$ cat config.mk
export PLATFORM = sky130hd
export DESIGN_NAME = little_mem_responder
export DESIGN_NICKNAME = d
export VERILOG_FILES = /design/src/rtl/little_mem_responder.sv
export SDC_FILE = /design/constraint.sdc
export NUM_CORES = 2
export LEC_CHECK = 0
export BUFFER_PORTS_ARGS = -buffer_cell sky130_fd_sc_hd__buf_4
export CAP_MARGIN = 15
export CELL_PAD_IN_SITES_DETAIL_PLACEMENT = 0
export CELL_PAD_IN_SITES_GLOBAL_PLACEMENT = 1
export CORE_ASPECT_RATIO = 1.5
export CORE_MARGIN = 2
export CORE_UTILIZATION = 55
export DETAILED_ROUTE_END_ITERATION = 12
export PLACE_DENSITY_LB_ADDON = 0.1
export SYNTH_ARGS = -nofsm -noshare
export SYNTH_HDL_FRONTEND = slang
export SYNTH_SLANG_ARGS = --single-unit
$ cat constraint.sdc
create_clock -name i_clk -period 4.5 [get_ports i_clk]
set_input_delay 0.675 -clock i_clk [delete_from_list [all_inputs] [get_ports i_clk]]
set_output_delay 0.675 -clock i_clk [all_outputs]
set_load 0.02 [all_outputs]
$ cat src/rtl/little_mem_responder.sv
// Target end of the little CPU memory bus: one request at a time, WAIT_CYCLES wait states,
// one-cycle synchronous RAM access, then a response that is held until the initiator takes it.
`timescale 1ns/1ps
module little_mem_responder #(
  parameter int ADDR_BITS   = 8,
  parameter int DATA_BITS   = 16,
  parameter int DEPTH       = 256,
  parameter int WAIT_CYCLES = 2
) (
  input  logic                 i_clk,
  input  logic                 i_rst,
  input  logic                 i_req_valid,
  output logic                 o_req_ready,
  input  logic                 i_req_we,
  input  logic [ADDR_BITS-1:0] i_req_addr,
  input  logic [DATA_BITS-1:0] i_req_wdata,
  output logic                 o_rsp_valid,
  input  logic                 i_rsp_ready,
  output logic [DATA_BITS-1:0] o_rsp_rdata,
  output logic                 o_rsp_err,
  output logic                 o_busy
);

  typedef enum logic [1:0] {S_IDLE, S_WAIT, S_ACCESS, S_RESP} state_t;

  localparam logic [3:0] WAIT_LD = 4'(WAIT_CYCLES);

  state_t                 state;
  logic [3:0]             cnt;
  logic                   we_q;
  logic [ADDR_BITS-1:0]   addr_q;
  logic [DATA_BITS-1:0]   wdata_q;
  logic [DATA_BITS-1:0]   mem [DEPTH];
  logic                   in_range;

  // One extra bit so DEPTH == 2**ADDR_BITS compares correctly.
  assign in_range    = ({1'b0, addr_q} < (ADDR_BITS+1)'(DEPTH));
  assign o_req_ready = (state == S_IDLE) && !i_rst;
  assign o_busy      = (state != S_IDLE);

  // RAM has no reset; reset still wins over a write in the ACCESS cycle.
  always_ff @(posedge i_clk) begin
    if (!i_rst && state == S_ACCESS && we_q && in_range)
      mem[addr_q] <= wdata_q;
  end

  always_ff @(posedge i_clk) begin
    if (i_rst) begin
      state       <= S_IDLE;
      cnt         <= '0;
      o_rsp_valid <= 1'b0;
      o_rsp_rdata <= '0;
      o_rsp_err   <= 1'b0;
    end else begin
      case (state)
        S_IDLE: begin
          if (i_req_valid) begin
            we_q    <= i_req_we;
            addr_q  <= i_req_addr;
            wdata_q <= i_req_wdata;
            cnt     <= WAIT_LD;
            state   <= (WAIT_LD != 4'd0) ? S_WAIT : S_ACCESS;
          end
        end
        S_WAIT: begin
          cnt <= cnt - 4'd1;
          if (cnt <= 4'd1)
            state <= S_ACCESS;
        end
        S_ACCESS: begin
          o_rsp_rdata <= (in_range && !we_q) ? mem[addr_q] : '0;
          o_rsp_err   <= !in_range;
          o_rsp_valid <= 1'b1;
          state       <= S_RESP;
        end
        S_RESP: begin
          if (i_rsp_ready) begin
            o_rsp_valid <= 1'b0;
            state       <= S_IDLE;
          end
        end
        default: state <= S_IDLE;
      endcase
    end
  end

endmodule

* After elaboration in Yosys (flattened, before gate mapping)
Memories as Yosys holds them, arrays and structs flattened. A register that Yosys moved wholly into a read port is not among the register bits.
Cells that the tools add are included.
** Cells by class
- Bitwise logic cells :: 1
- Order comparisons :: 1
- Mux-type cells :: 12
- Add/sub/neg operators :: 1
- Equality and inequality tests :: 6
- Reductions and logical operators :: 12
** Operators with widths (count)
- $mux W16 :: 1
- $mux W8 :: 1
- $pmux W2 S4 :: 1
- $pmux W4 S2 :: 1
- $mux W2 :: 3
- $ne A2 B2 Y1 const B :: 3
- $reduce_and A3 Y1 :: 2
- $reduce_bool A2 Y1 :: 3
- $eq A2 B2 Y1 const B :: 2
- $le A4 B1 Y1 const B :: 1
- $mux W4 :: 1
- $reduce_and A2 Y1 :: 2
- $sub A4 B1 Y4 const B :: 1
- $logic_and A1 B1 Y1 :: 3
- $mux W1 :: 3
- $eq A2 B1 Y1 const B :: 1
- $logic_not A2 Y1 :: 1
- $pmux W1 S2 :: 1
- $logic_not A1 Y1 :: 1
- $not A1 Y1 :: 1
** Word-level totals
- Logic and storage cells :: 41
- Memory bits (writable) :: 4096
- Output and inout bits :: 20
- Register bits :: 48
- Memories kept :: 1
- Input port bits :: 29
** Memory list
- mem :: depth 256, bits a word 16, rd ports 1, clocked after memory_dff 1, write ports 1, RTL line 33 : logic [DATA_BITS-1:0] mem [DEPTH];

* Longest topological paths before layout
- Word-level depth :: 5
- Gate-level depth with buffers :: 13
- Mapped depth without buffers :: 8

* Worst setup path after synthesis
No wires, ideal clock.
- Kind :: flip-flop to flip-flop
- From :: register wdata_q[0]
- To :: memory mem[0][0], data pin
- Clock period less this slack :: 4.046 ns
- Arrival :: 3.228 ns
- Setup time :: 0.817 ns
- Path slack :: 0.454 ns
- Cell stages (with the launch flop) :: 1
- Path through :: edfxtp_1
** RTL lines
- start: declaration :: RTL line 32 : logic [DATA_BITS-1:0] wdata_q;
- start signal: assignment :: RTL line 60 : wdata_q <= i_req_wdata;
- end: declaration :: RTL line 33
Straight into the memory's write port.

* Worst setup path after layout
- From :: register state[0]
- To :: register o_rsp_rdata[13]
** On the way
- Cells in the longest elaborated chain, start to end :: 1
** Ends and longest elaborated chain
- start: declaration :: RTL line 28 : state_t state;
- start signal: assignment :: RTL line 62 : state <= (WAIT_LD != 4'd0) ? S_WAIT : S_ACCESS;
- $eq A2 B2 Y1 :: RTL line 55 : case (state)
- end signal: assignment :: RTL line 71 : o_rsp_rdata <= (in_range && !we_q) ? mem[addr_q] : '0;
- end: declaration :: RTL line 19 : output logic [DATA_BITS-1:0] o_rsp_rdata,
Every way passes these cells.
A chain may end at the register's enable or synchronous reset.

==> results.json <==
{
  "first_global_vias": 79900,
  "cts_tree": "built",
  "num_vias": 79920,
  "synth_cells": 7169,
  "internal-power_uw": 66140,
  "drc_errors": 0,
  "slew_headroom": 0.1208,
  "hold_violations": 0,
  "synth.most_common_cell": "edfxtp_1",
  "first_pass_iters": 6,
  "crit_start": "state[0]$_SDFFE_PP0P_",
  "hold_start": "i_req_addr[7]",
  "slowest_stage": "a221oi_1",
  "synth_edf_count": 4121,
  "final_nets": 7905,
  "p_leak_uw": 0.05669,
  "die_h_um": 661.9,
  "drive_gt1_frac": 0.2864,
  "period_share": 1.018,
  "fp.dieW_um": 442.6,
  "synthArstFlopShare": 0,
  "crit_required_ns": 5.34,
  "reg2regPathDepth": 9,
  "powerDensity_nw_per_um2": 491.7,
  "grt_remaining_overflow": 0,
  "peakVddDrop_mv": 0.4490,
  "finalMaxSlewViolations": 0,
  "area_growth_pct": 13.49,
  "synth_area_um2": 158700,
  "seq_power_share": 0.493,
  "yosys-top-cells-area": "edfxtp_1 (78%), mux4_2 (14%), mux2i_1 (1.1%)",
  "clkPwrFrac": 0.362,
  "ff2ff_setup_slack_ns": -0.08,
  "port_buffers": 47,
  "via_per_inst": 6.694,
  "synth_top_area_share": 0.7797,
  "finalSetupViolCount": 1,
  "arrival_ns": 5.42,
  "fillers": 19550,
  "routed_wl_um": 457900,
  "ys_warn_count": 0,
  "violations": "negative setup slack",
  "worst_pin_slew_ns": 1.319,
  "num_io_pins": 49,
  "yosysSeqAreaShare": 0.7837,
  "synth.avg_cell_area_um2": 22.14,
  "fmax_ghz": 0.2183,
  "clockBufferDepth": 4,
  "ys_ff_latch": 4152,
  "synth.distinct_cells": 81,
  "holdBufCountCts": 24,
  "rsz0062_at_grt": "false",
  "min_path_cells": 1,
  "place_area_um2": 167800,
  "tritoncts.num_buffers": 377,
  "ant_nets": 0,
  "start_kind": "register",
  "cts_root_buffer": "clkbuf_16",
  "holdPathEnd": "addr_q[7]$_DFFE_PP_",
  "initial_utilization": 0.5529,
  "path_cells": "inv_1, ha_1, buf_4, nor3b_2, o31ai_1, a221oi_1, nand2_1, a211o_1, a32oi_1",
  "grt_pass1_wl_um": 635500,
  "grt_max_degree": 202,
  "period_needed_ns": 4.581,
  "ys.flop_type": "edfxtp_1",
  "cts-resized-gates": 0,
  "switching_share": 0.2532,
  "cts_sinks": 4152,
  "clk_pin_slew_ns": 0.07,
  "status": "finished, violations left",
  "final_cell_area_um2": 180100,
  "drt_iter0_markers": 10760,
  "hold_path_class": "input port to register",
  "cap_viol_max_count": 0,
  "setup_slack_ns": -0.08085,
  "track_usage": 0.3137,
  "max_stage_delay_ns": 1.00,
  "finalClockSkew_ns": 0.04279,
  "synth_largest_area_cell": "edfxtp_1",
  "tns_ns": -0.08085,
  "dp_hpwl_um": 291300,
  "power_frac_comb": 0.145,
  "die_area_um2": 293000,
  "ys_top_cells_by_count": "edfxtp_1 (4,121), mux4_2 (956), nor2_1 (313)",
  "wire_per_inst_um": 38.35,
  "antenna_found_initial": 28,
  "endpoint_kind": "register",
  "reg2reg_from": "state[0]$_SDFFE_PP0P_",
  "num_rows": 241,
  "rr_endpoint": "o_rsp_rdata[13]$_SDFFE_PP0P_",
  "synth.net_count": 7204,
  "crit_type": "register to register",
  "coreArea_um2": 287100,
  "total_power_uw": 88570,
  "cp_max_fo": 5,
  "place.gp.congestion": 0.9282,
  "htreeDepth": 5,
  "post_cts_buffers": 0,
  "p_switching_uw": 22430,
  "clk_latency_ns": 0.92
}
==> area by class of cell <==
cell class                 instances  area, um2  share of cell area
inverter                          15      57.56           0.0003196
tap                             3766       4712             0.02616
clock inverter                   208       2079             0.01155
timing repair buffer             735       6546             0.03635
sequential                      4152     124400              0.6906
multi-input combinational       2589      32290              0.1793
clock buffer                     465      10020             0.05561
antenna                            9      22.52           0.0001250
==> worst max-delay path by stage <==
| stage | to | slack, ns | cells after the start |
|---|---|---|---|
| 6_report | o_rsp_rdata[13]$_SDFFE_PP0P_ | -0.08 | 9 |
| 5_1_grt | o_rsp_rdata[3]$_SDFFE_PP0P_ | 0.06 | 9 |
| 4_1_cts | o_rsp_rdata[13]$_SDFFE_PP0P_ | 0.07 | 9 |
| 3_5_place_dp | o_rsp_rdata[13]$_SDFFE_PP0P_ | 0.12 | 9 |
| 3_3_place_gp | o_rsp_rdata[13]$_SDFFE_PP0P_ | 0.06 | 9 |
| 2_1_floorplan | mem[0][0]$_DFFE_PP_ | 0.45 | 0 |
==> routing by layer <==
metal	GRT usage	wire [um]
met2	0.5226	229600
met3	0.04757	36290
met1	0.4051	164400
met5	0	69
met4	0.1611	27590
==> layout by cell type (no fill, tap or decap), types with 21 or more instances in the layout <==
| master | synthesis | routed |
|---|---|---|
| nor2_2 | 1 | 66 |
| buf_12 | 2 | 76 |
| buf_4 | 87 | 633 |
| a32oi_1 | 22 | 22 |
| clkbuf_1 | 156 | 73 |
| nor2b_1 | 27 | 21 |
| a211oi_1 | 35 | 35 |
| bufinv_16 | 0 | 41 |
| o21ai_0 | 56 | 56 |
| a22oi_1 | 164 | 164 |
| a22o_1 | 32 | 32 |
| nand2_1 | 155 | 142 |
| a221oi_1 | 22 | 22 |
| mux2_2 | 31 | 31 |
| a21oi_1 | 75 | 75 |
| o221ai_1 | 29 | 29 |
| nor2_1 | 313 | 246 |
| mux2i_1 | 172 | 172 |
| clkinv_2 | 0 | 61 |
| o22ai_1 | 124 | 124 |
| dfxtp_1 | 31 | 24 |
| dlygate4sd3_1 | 0 | 24 |
| nand4_1 | 23 | 23 |
| clkbuf_16 | 0 | 386 |
| clkinv_1 | 3 | 82 |
| mux4_2 | 956 | 956 |
| nor3_1 | 45 | 44 |
| a31oi_1 | 32 | 32 |
| edfxtp_1 | 4121 | 4121 |
| nand3_1 | 66 | 62 |
==> kinds of logic after synthesis <==
kind of cell,Yosys count,share of synthesized area
flip-flops,4152,0.7837
buffers and inverters,428,0.01474
multiplexers,1163,0.1494
other,1,0.00002363
AO/OA/AOI/OAI,686,0.03061
adder cells (fa/ha/maj),6,0.0004730
AND/OR/NAND/NOR,733,0.02112
==> state kept, by name, indices dropped and copies added (netlist names), named ones only <==
register and flops:
o_rsp_valid 1, we_q 1, mem 4096, addr_q 8
cnt 4, state 2, wdata_q 16, o_rsp_rdata 16
==> power by group through the flow <==
stage,clock [uW],combinational [uW],sequential (uW)
final,32100,12800,43600
after CTS,32500,12900,43600
after detailed placement,0,12800,44400
after global routing,33800,13300,43600
after global placement,0,12700,44400
after floorplan,0,6730,45000
==> through the flow <==
stage / hold WS [ns] / setup slack, ns / utilization / cells
6_report: 0.06020 / -0.08085 / 0.6274 / 11940
5_1_grt: 0.01073 / 0.06444 / 0.6274 / 11930
4_1_cts: 0.004347 / 0.07080 / 0.6273 / 11930
3_5_place_dp: 0.4839 / 0.1179 / 0.5844 / 11230
3_3_place_gp: 0.4758 / 0.05801 / 0.5843 / 11230
2_1_floorplan: 0.4676 / 0.4543 / - / 7169
==> worst max-delay path, delay by kind of cell (launching register included) <==
kind                     cells  cell delay, ns
flip-flops                   1            0.33
adder cells (fa/ha/maj)      1            0.42
buffers and inverters        2            0.38
AND/OR/NAND/NOR              2            1.40
AO/OA/AOI/OAI                4            1.94
Note: power is estimated with default switching activity, not from simulation.
